### src/rtl/weight_loader_pkg.sv
// Shared definitions for the MLP weight loader blocks:
// loader state encodings and the default header index field width.
package weight_loader_pkg;

   localparam int HDR_IDX_W = 8;

   typedef enum logic [1:0] {
      S_IDLE = 2'd0,
      S_LOAD = 2'd1,
      S_SKIP = 2'd2,
      S_DONE = 2'd3
   } wl_state_t;

endpackage

### src/rtl/weight_loader_neuron_sel_decoder.sv
// One-hot neuron select: bit i is set when idx equals i.
// Indices at or above numNeurons decode to all zeros.
module neuron_sel_decoder #(
   parameter int idxWidth   = 8,
   parameter int numNeurons = 4
) (
   input  logic [idxWidth-1:0]   idx,
   output logic [numNeurons-1:0] onehot
);

   always_comb begin
      onehot = '0;
      for (int i = 0; i < numNeurons; i++) begin
         onehot[i] = (idx == idxWidth'(i));
      end
   end

endmodule

### src/rtl/weight_loader.sv
// Streams a header plus numWeight weight words into one of
// numNeurons weight memories through a registered write port.
module weight_loader
   import weight_loader_pkg::*;
#(
   parameter int numWeight    = 3,
   parameter int numNeurons   = 4,
   parameter int layerNo      = 1,
   parameter int addressWidth = 10,
   parameter int dataWidth    = 16,
   parameter int idxWidth     = HDR_IDX_W
) (
   input  logic                    clk,
   input  logic                    rst,
   input  logic                    s_valid,
   input  logic [dataWidth-1:0]    s_data,
   output logic                    s_ready,
   output logic [numNeurons-1:0]   wen,
   output logic [addressWidth-1:0] wadd,
   output logic [dataWidth-1:0]    win,
   output logic                    load_done,
   output logic                    hdr_err,
   output logic                    busy
);

   localparam int CNT_W = (numWeight > 1) ? $clog2(numWeight) : 1;
   localparam logic [CNT_W-1:0] CNT_LAST = CNT_W'(numWeight - 1);
   localparam logic [31:0] NN = 32'(numNeurons);

   wl_state_t state, state_nxt;
   logic [idxWidth-1:0] idx, idx_nxt;
   logic [CNT_W-1:0] cnt, cnt_nxt;
   logic [idxWidth-1:0] hdr_idx;
   logic [numNeurons-1:0] sel;
   logic xfer;
   logic wr_nxt;
   logic done_nxt;
   logic err_nxt;

   assign xfer    = s_valid && s_ready;
   assign hdr_idx = s_data[idxWidth-1:0];

   neuron_sel_decoder #(
      .idxWidth  (idxWidth),
      .numNeurons(numNeurons)
   ) u_dec (
      .idx   (idx),
      .onehot(sel)
   );

   always_comb begin
      state_nxt = state;
      idx_nxt   = idx;
      cnt_nxt   = cnt;
      wr_nxt    = 1'b0;
      done_nxt  = 1'b0;
      err_nxt   = 1'b0;
      unique case (state)
         S_IDLE: begin
            if (xfer) begin
               idx_nxt = hdr_idx;
               cnt_nxt = '0;
               if (32'(hdr_idx) < NN) begin
                  state_nxt = S_LOAD;
               end else begin
                  state_nxt = S_SKIP;
                  err_nxt   = 1'b1;
               end
            end
         end
         S_LOAD: begin
            if (xfer) begin
               wr_nxt = 1'b1;
               if (cnt == CNT_LAST) begin
                  state_nxt = S_DONE;
                  done_nxt  = 1'b1;
                  cnt_nxt   = '0;
               end else begin
                  cnt_nxt = cnt + 1'b1;
               end
            end
         end
         S_SKIP: begin
            if (xfer) begin
               if (cnt == CNT_LAST) begin
                  state_nxt = S_IDLE;
                  cnt_nxt   = '0;
               end else begin
                  cnt_nxt = cnt + 1'b1;
               end
            end
         end
         S_DONE: state_nxt = S_IDLE;
         default: state_nxt = S_IDLE;
      endcase
   end

   // Outputs follow the next state so they line up with the state register.
   always_ff @(posedge clk) begin
      if (rst) begin
         state     <= S_IDLE;
         idx       <= '0;
         cnt       <= '0;
         wen       <= '0;
         wadd      <= '0;
         win       <= '0;
         load_done <= 1'b0;
         hdr_err   <= 1'b0;
         busy      <= 1'b0;
         s_ready   <= 1'b0;
      end else begin
         state     <= state_nxt;
         idx       <= idx_nxt;
         cnt       <= cnt_nxt;
         wen       <= wr_nxt ? sel : '0;
         load_done <= done_nxt;
         hdr_err   <= err_nxt;
         busy      <= (state_nxt != S_IDLE);
         s_ready   <= (state_nxt != S_DONE);
         if (wr_nxt) begin
            wadd <= addressWidth'(cnt);
            win  <= s_data;
         end
      end
   end

endmodule
### config.mk
export PLATFORM = sky130hd
export DESIGN_NAME = weight_loader
export DESIGN_NICKNAME = d
export VERILOG_FILES = /design/src/rtl/weight_loader_pkg.sv /design/src/rtl/weight_loader_neuron_sel_decoder.sv /design/src/rtl/weight_loader.sv
export SDC_FILE = /design/constraint.sdc
export NUM_CORES = 1
export LEC_CHECK = 0
export ABC_AREA = 1
export BUFFER_PORTS_ARGS = -buffer_cell sky130_fd_sc_hd__buf_2
export CORE_MARGIN = 8
export CORE_UTILIZATION = 30
export CTS_BUF_LIST = sky130_fd_sc_hd__clkbuf_4
export CTS_CLUSTER_SIZE = 40
export DETAILED_ROUTE_END_ITERATION = 6
export PLACE_DENSITY = 0.61
export SYNTH_ARGS = -nofsm -noshare
export SYNTH_HDL_FRONTEND = slang
export SYNTH_SLANG_ARGS = --single-unit
### constraint.sdc
create_clock -name clk -period 1.2 [get_ports clk]
set_input_delay 0.12 -clock clk [delete_from_list [all_inputs] [get_ports clk]]
set_output_delay 0.12 -clock clk [all_outputs]
set_load 0.005 [all_outputs]
# Word level (Yosys, flattened, before mapping)
# Index checks and enable logic that the tools add are counted.
[totals]
reg_bits = 38
input_bits = 19
out_inout_bits = 34
elab_cells = 52
[classes]
n_addsub = 1
magnitude_cmp = 1
eq_ne = 10
mux = 15
n_bitwise = 4
reduce_logical = 11
[op_table]
columns = ["op", "count"]
rows = [
  ["two-way mux 2 bit", 9],
  ["== test 8 x 2 -> 1 bit, second input constant", 2],
  ["== test 8 x 1 -> 1 bit, second input constant", 1],
  ["logical NOT 8 bit", 1],
  ["< comparator 8 x 3 -> 1 bit, second input constant", 1],
  ["one-hot mux 2 bit (4 select lines)", 1],
  ["== test 2 bit, second input constant", 3],
  ["OR reduction 3 bit", 2],
  ["two-way mux 1 bit", 4],
  ["!= test 2 bit, second input constant", 2],
  ["NOT 1 bit", 4],
  ["one-hot mux 2 bit (2 select lines)", 1],
  ["nonzero test 2 bit", 2],
  ["OR reduction 2 bit", 2],
  ["AND reduction 3 bit", 1],
  ["adder 2 x 1 -> 2 bit, second input constant", 1],
  ["== test 2 x 1 -> 1 bit, second input constant", 1],
  ["logical NOT 2 bit", 1],
  ["!= test 2 x 1 -> 1 bit, second input constant", 1],
  ["AND reduction 2 bit", 1],
  ["logical AND 1 bit", 1],
]

# Longest topological paths before layout
[logic_depth]
ltp_word = 5
mapped_depth = 9
depth_no_buf = 9

# Cells and area by module
# Synthesis repeated with hierarchy kept, for this count alone.
[hier_totals]
hier_cells = 212
hier_area_um2 = 1601.5
[by_module_without_submodules]
columns = ["mod", "n_inst", "cells_per_inst", "area_per_inst_um2", "seq_area_each_um2"]
rows = [
  ["weight_loader", 1, 193, 1522.7, 760.7],
  ["neuron_sel_decoder", 1, 19, 78.8, 0.0],
]

# Least setup slack after synthesis
# No wires, ideal clock.
[synth_path]
path_type = "flip-flop to flip-flop"
from = "reg state[1]"
to = "reg cnt[0]"
setup_time_ns = 0.070
arrival_time_ns = 1.190
required_time_ns = 1.130
slack_ns = -0.060
stages_incl_launch_ff = 8
path_buffers = 0
period_less_slack_ns = 1.260
path_cell_list = "dfxtp_1 inv_1 ha_1 nor2_1 nor2_1 nor2_1 o21ai_0 a21oi_1"
[synth_via]
elab_chain_len = 4
elab_cells_between_ends = 9
cone_classes = "4 x eq/ne; 1 x mux; 4 x reduce/logical"
[synth_rtl]
columns = ["element", "line", "text"]
rows = [
  ["start, declared", "weight_loader.sv:30", "wl_state_t state, state_nxt;"],
  ["start signal, assigned", "weight_loader.sv:112", "state <= state_nxt;"],
  ["== test 2 bit or == test 2 x 1 -> 1 bit (tied branches)", "weight_loader.sv:58", "unique case (state)"],
  ["OR reduction 2 bit (no line)", "-", ""],
  ["!= test 2 x 1 -> 1 bit (no line) or nonzero test 2 bit (tied branches)", "-", ""],
  ["AND reduction 3 bit (no line)", "-", ""],
  ["end signal, assigned", "weight_loader.sv:114", "cnt <= cnt_nxt;"],
  ["end, declared", "weight_loader.sv:32", "logic [CNT_W-1:0] cnt, cnt_nxt;"],
]
# Several ways; a longest one is shown, not always the timed one.
# A chain may end at the register's enable or synchronous reset.

# Final worst setup path
[layout_path]
from = "reg state[0]"
to = "reg cnt[1]"
# The elaborated chain is that of the path after synthesis.

==> flow_summary_export.csv <==
group,metric,value,unit
placement,dpl.hpwl,2768,um
cells_and_area,n_antenna_cell,0,
die,ioPinCount,53,
clocking,clkLatencyLatePin,0.35,ns
worst_setup_path,cp_num_buf_inv,1,
die,die_area,7917,um2
power_and_ir_drop,leakage,1.060,nW
cells_and_area,final_cells,334,
flow_run,max_cap_violations,0,
worst_setup_path,crit_type,"reg -> reg",
clocking,cts_buffer_depth,2,
logic_synthesis,syn_area,1598,um2
global_route,antenna_found_initial,0,
power_and_ir_drop,cellPowerDensity,1148,nW/um2
power_and_ir_drop,seqPwrFrac,53.7,%
power_and_ir_drop,pwr-share-clk,27.3,%
cells_and_area,layout_commonest_cell,"buf_2",
sta,fin_ws,-0.001123,ns
worst_setup_path,crit_top_cell,"nor2_4",
placement,placed_area,1896,um2
worst_setup_path,slowest_delay,0.39,ns
sta,rsz0062_at_grt,"true",
logic_synthesis,synth_cell_types,22,
logic_synthesis,yosys_warnings,0,
placement,dp_slack,-0.1025,ns
die,start_util,31.09,%
run_status,violations,"setup timing",
worst_setup_path,startpoint_type,"flip-flop",
drt,wirelength,3901,um
cells_and_area,fin_util,43.01,%
sta,skew,0.01538,ns
worst_setup_path,critical_path.endpoint_type,"flip-flop",
cells_and_area,area_growth,38.37,%
logic_synthesis,ys_ff_latch,38,
min_path,hold_path.class,"in -> reg",
global_route,grt_pass1_vias,1279,
power_and_ir_drop,peakVddDrop,559.5,uV
clocking,cts_buffers,5,
drt,route.vias.total,1436,
logic_synthesis,seq_area_frac_synth,47.61,%
drt,drc,0,
placement,place_inst,310,
worst_setup_path,cp_max_fo,4,
cells_and_area,drive_gt1_share,41.67,%
drt,first_pass_iters,4,
power_and_ir_drop,p_int,1.808,mW
global_route,grt_overflow,0,
logic_synthesis,synth_area_leaders,"dfxtp_1, nor2_1, o21ai_2",
drt,drtIter0Drc,56,
logic_synthesis,synth.top_cell.area_share,47.61,%
clocking,clock-sinks,38,
power_and_ir_drop,sw_frac_of_total,28.75,%
logic_synthesis,synth.avg_cell_area,8.279,um2
run_status,status,"complete, but fails checks",
worst_setup_path,required,1.50,ns
sta,setup_tns,-0.001191,ns
cells_and_area,fin_nets,287,
global_route,grt_max_degree,19,
cells_and_area,design_area,2211,um2
die,die_h,88.98,um
worst_setup_path,slowest_stage,"dfxtp_4",
cells_and_area,mostFrequentLayoutCells,"buf_2, nor2_1, dfxtp_1",
drt,antenna_left,0,
global_route,track_usage,9.775,%
worst_setup_path,crit_chain,"inv_4, ha_4, nor2_4, nor2_4, nor2_4, o21ai_1, a21oi_1",
clocking,cts_root_buf,"clkbuf_4",
worst_setup_path,crit_family,"flip-flops",
die,die_w,88.98,um
placement,portBuffers,44,
power_and_ir_drop,power_switching,729.5,uW
logic_synthesis,synth_top_area_cell,"dfxtp_1",
global_route,grt_pass1_wl,5996,um
sta,hold_viol_final,0,
die,coreArea,5140,um2
clocking,clkSlewWorstSetupHoldPaths,0.12,ns
sta,finalCriticalPeriod,1.201,ns
worst_setup_path,arrival,1.50,ns
drt,vias_per_cell,4.299,
drt,wire_per_inst,11.68,um
die,rows,26,
sta,drv_slew,0,
logic_synthesis,synthCells,193,
clocking,cts_tree,"done",
clocking,h-tree-depth,2,
worst_setup_path,reg2reg_setup_slack,-0.001,ns
power_and_ir_drop,p_comb_share,19.0,%
sta,fmax,0.8326,GHz
placement,place_congestion,0.7612,
sta,setup_violations,2,
sta,fin_crit_sh,100.1,%
-- routing by layer --
metal / track usage, % / vias to the layer above / share of wire [%]
met2: 14.02 / 41 / 45
li1: - / 742 / -
met3: 4.412 / 7 / 7.8
met1: 12.31 / 646 / 45
met4: 4.079 / 0 / 2.0
met5: 0 / - / 0
-- state kept, by name (all words and copies together), names as in the netlist, 2 cells and up --
register and cells:
idx 8, win 16, wadd 2, cnt 2, wen 4, state 2
-- what timing repair did --
action,CTS,global route
hold buffers,9,0
hold endpoints to repair,9,0
resized for setup,11,34
setup endpoints to repair,28,29
buffers inserted,1,6
pin swaps,5,12
-- area by class of cell --
class / count / area (um2)
Tap cell: 70 / 87.58
Clock inverter: 2 / 13.76
Inverter: 15 / 71.32
Sequential cell: 38 / 765.7
Multi-Input combinational cell: 132 / 750.7
Clock buffer: 6 / 45.04
Fill cell: 545 / 2929
Timing Repair Buffer: 71 / 476.7
-- path summary, 6_finish.rpt --
| kind | from | to | cells after the start |
|---|---|---|---|
| max | state[0]$_SDFF_PP0_ | cnt[1]$_SDFFE_PP0P_ | 7 |
| min | s_data[1] | win[1]$_SDFFE_PP0N_ | 3 |
| max reg2reg | state[0]$_SDFF_PP0_ | cnt[1]$_SDFFE_PP0P_ | 7 |
| min reg2reg | idx[4]$_SDFFE_PP0N_ | idx[4]$_SDFFE_PP0N_ | 2 |
-- Yosys cell counts --
cell / count
a21boi_0: 1
a21oi_1: 13
buf_2: 1
buf_4: 9
buf_6: 4
buf_8: 1
conb_1: 1
dfxtp_1: 38
ha_1: 5
inv_1: 11
inv_2: 4
nand2_1: 22
nand2_2: 2
nand3_1: 5
nand4_1: 2
nor2_1: 45
nor2_2: 1
nor2_4: 1
nor4_1: 1
nor4_4: 1
o21ai_0: 15
o21ai_2: 10
-- power groups by stage --
stage	sequential (mW)	clock, mW	combinational, mW
after CTS	1.36	0.721	0.411
after detailed placement	1.39	0	0.374
after floorplan	1.40	0	0.245
final	1.36	0.692	0.482
after global routing	1.37	0.780	0.533
after global placement	1.39	0	0.370
-- metrics by stage --
stage,hold slack [ns],total power [mW]
after CTS,0.01197,2.495
after global placement,0.3405,1.756
after global routing,0.01353,2.685
after floorplan,0.1891,1.641
after detailed placement,0.3471,1.762
final,0.02562,2.537
-- worst reg2reg max path, delay by kind of cell (launching register included) --
kind	cells	cell delay (ns)
buf+inv	1	0.05
compound gates	2	0.20
simple gates	3	0.28
flops	1	0.39
fa+ha+maj	1	0.24
-- cell families after synthesis --
| family | synth area share (%) |
|---|---|
| flip-flops | 47.61 |
| AND/OR/NAND/NOR | 21.69 |
| AO/OA/AOI/OAI | 14.72 |
| other | 0.2347 |
| buffers and inverters | 11.82 |
| adder cells (fa/ha/maj) | 3.915 |
(Power assumes the default switching activity.)
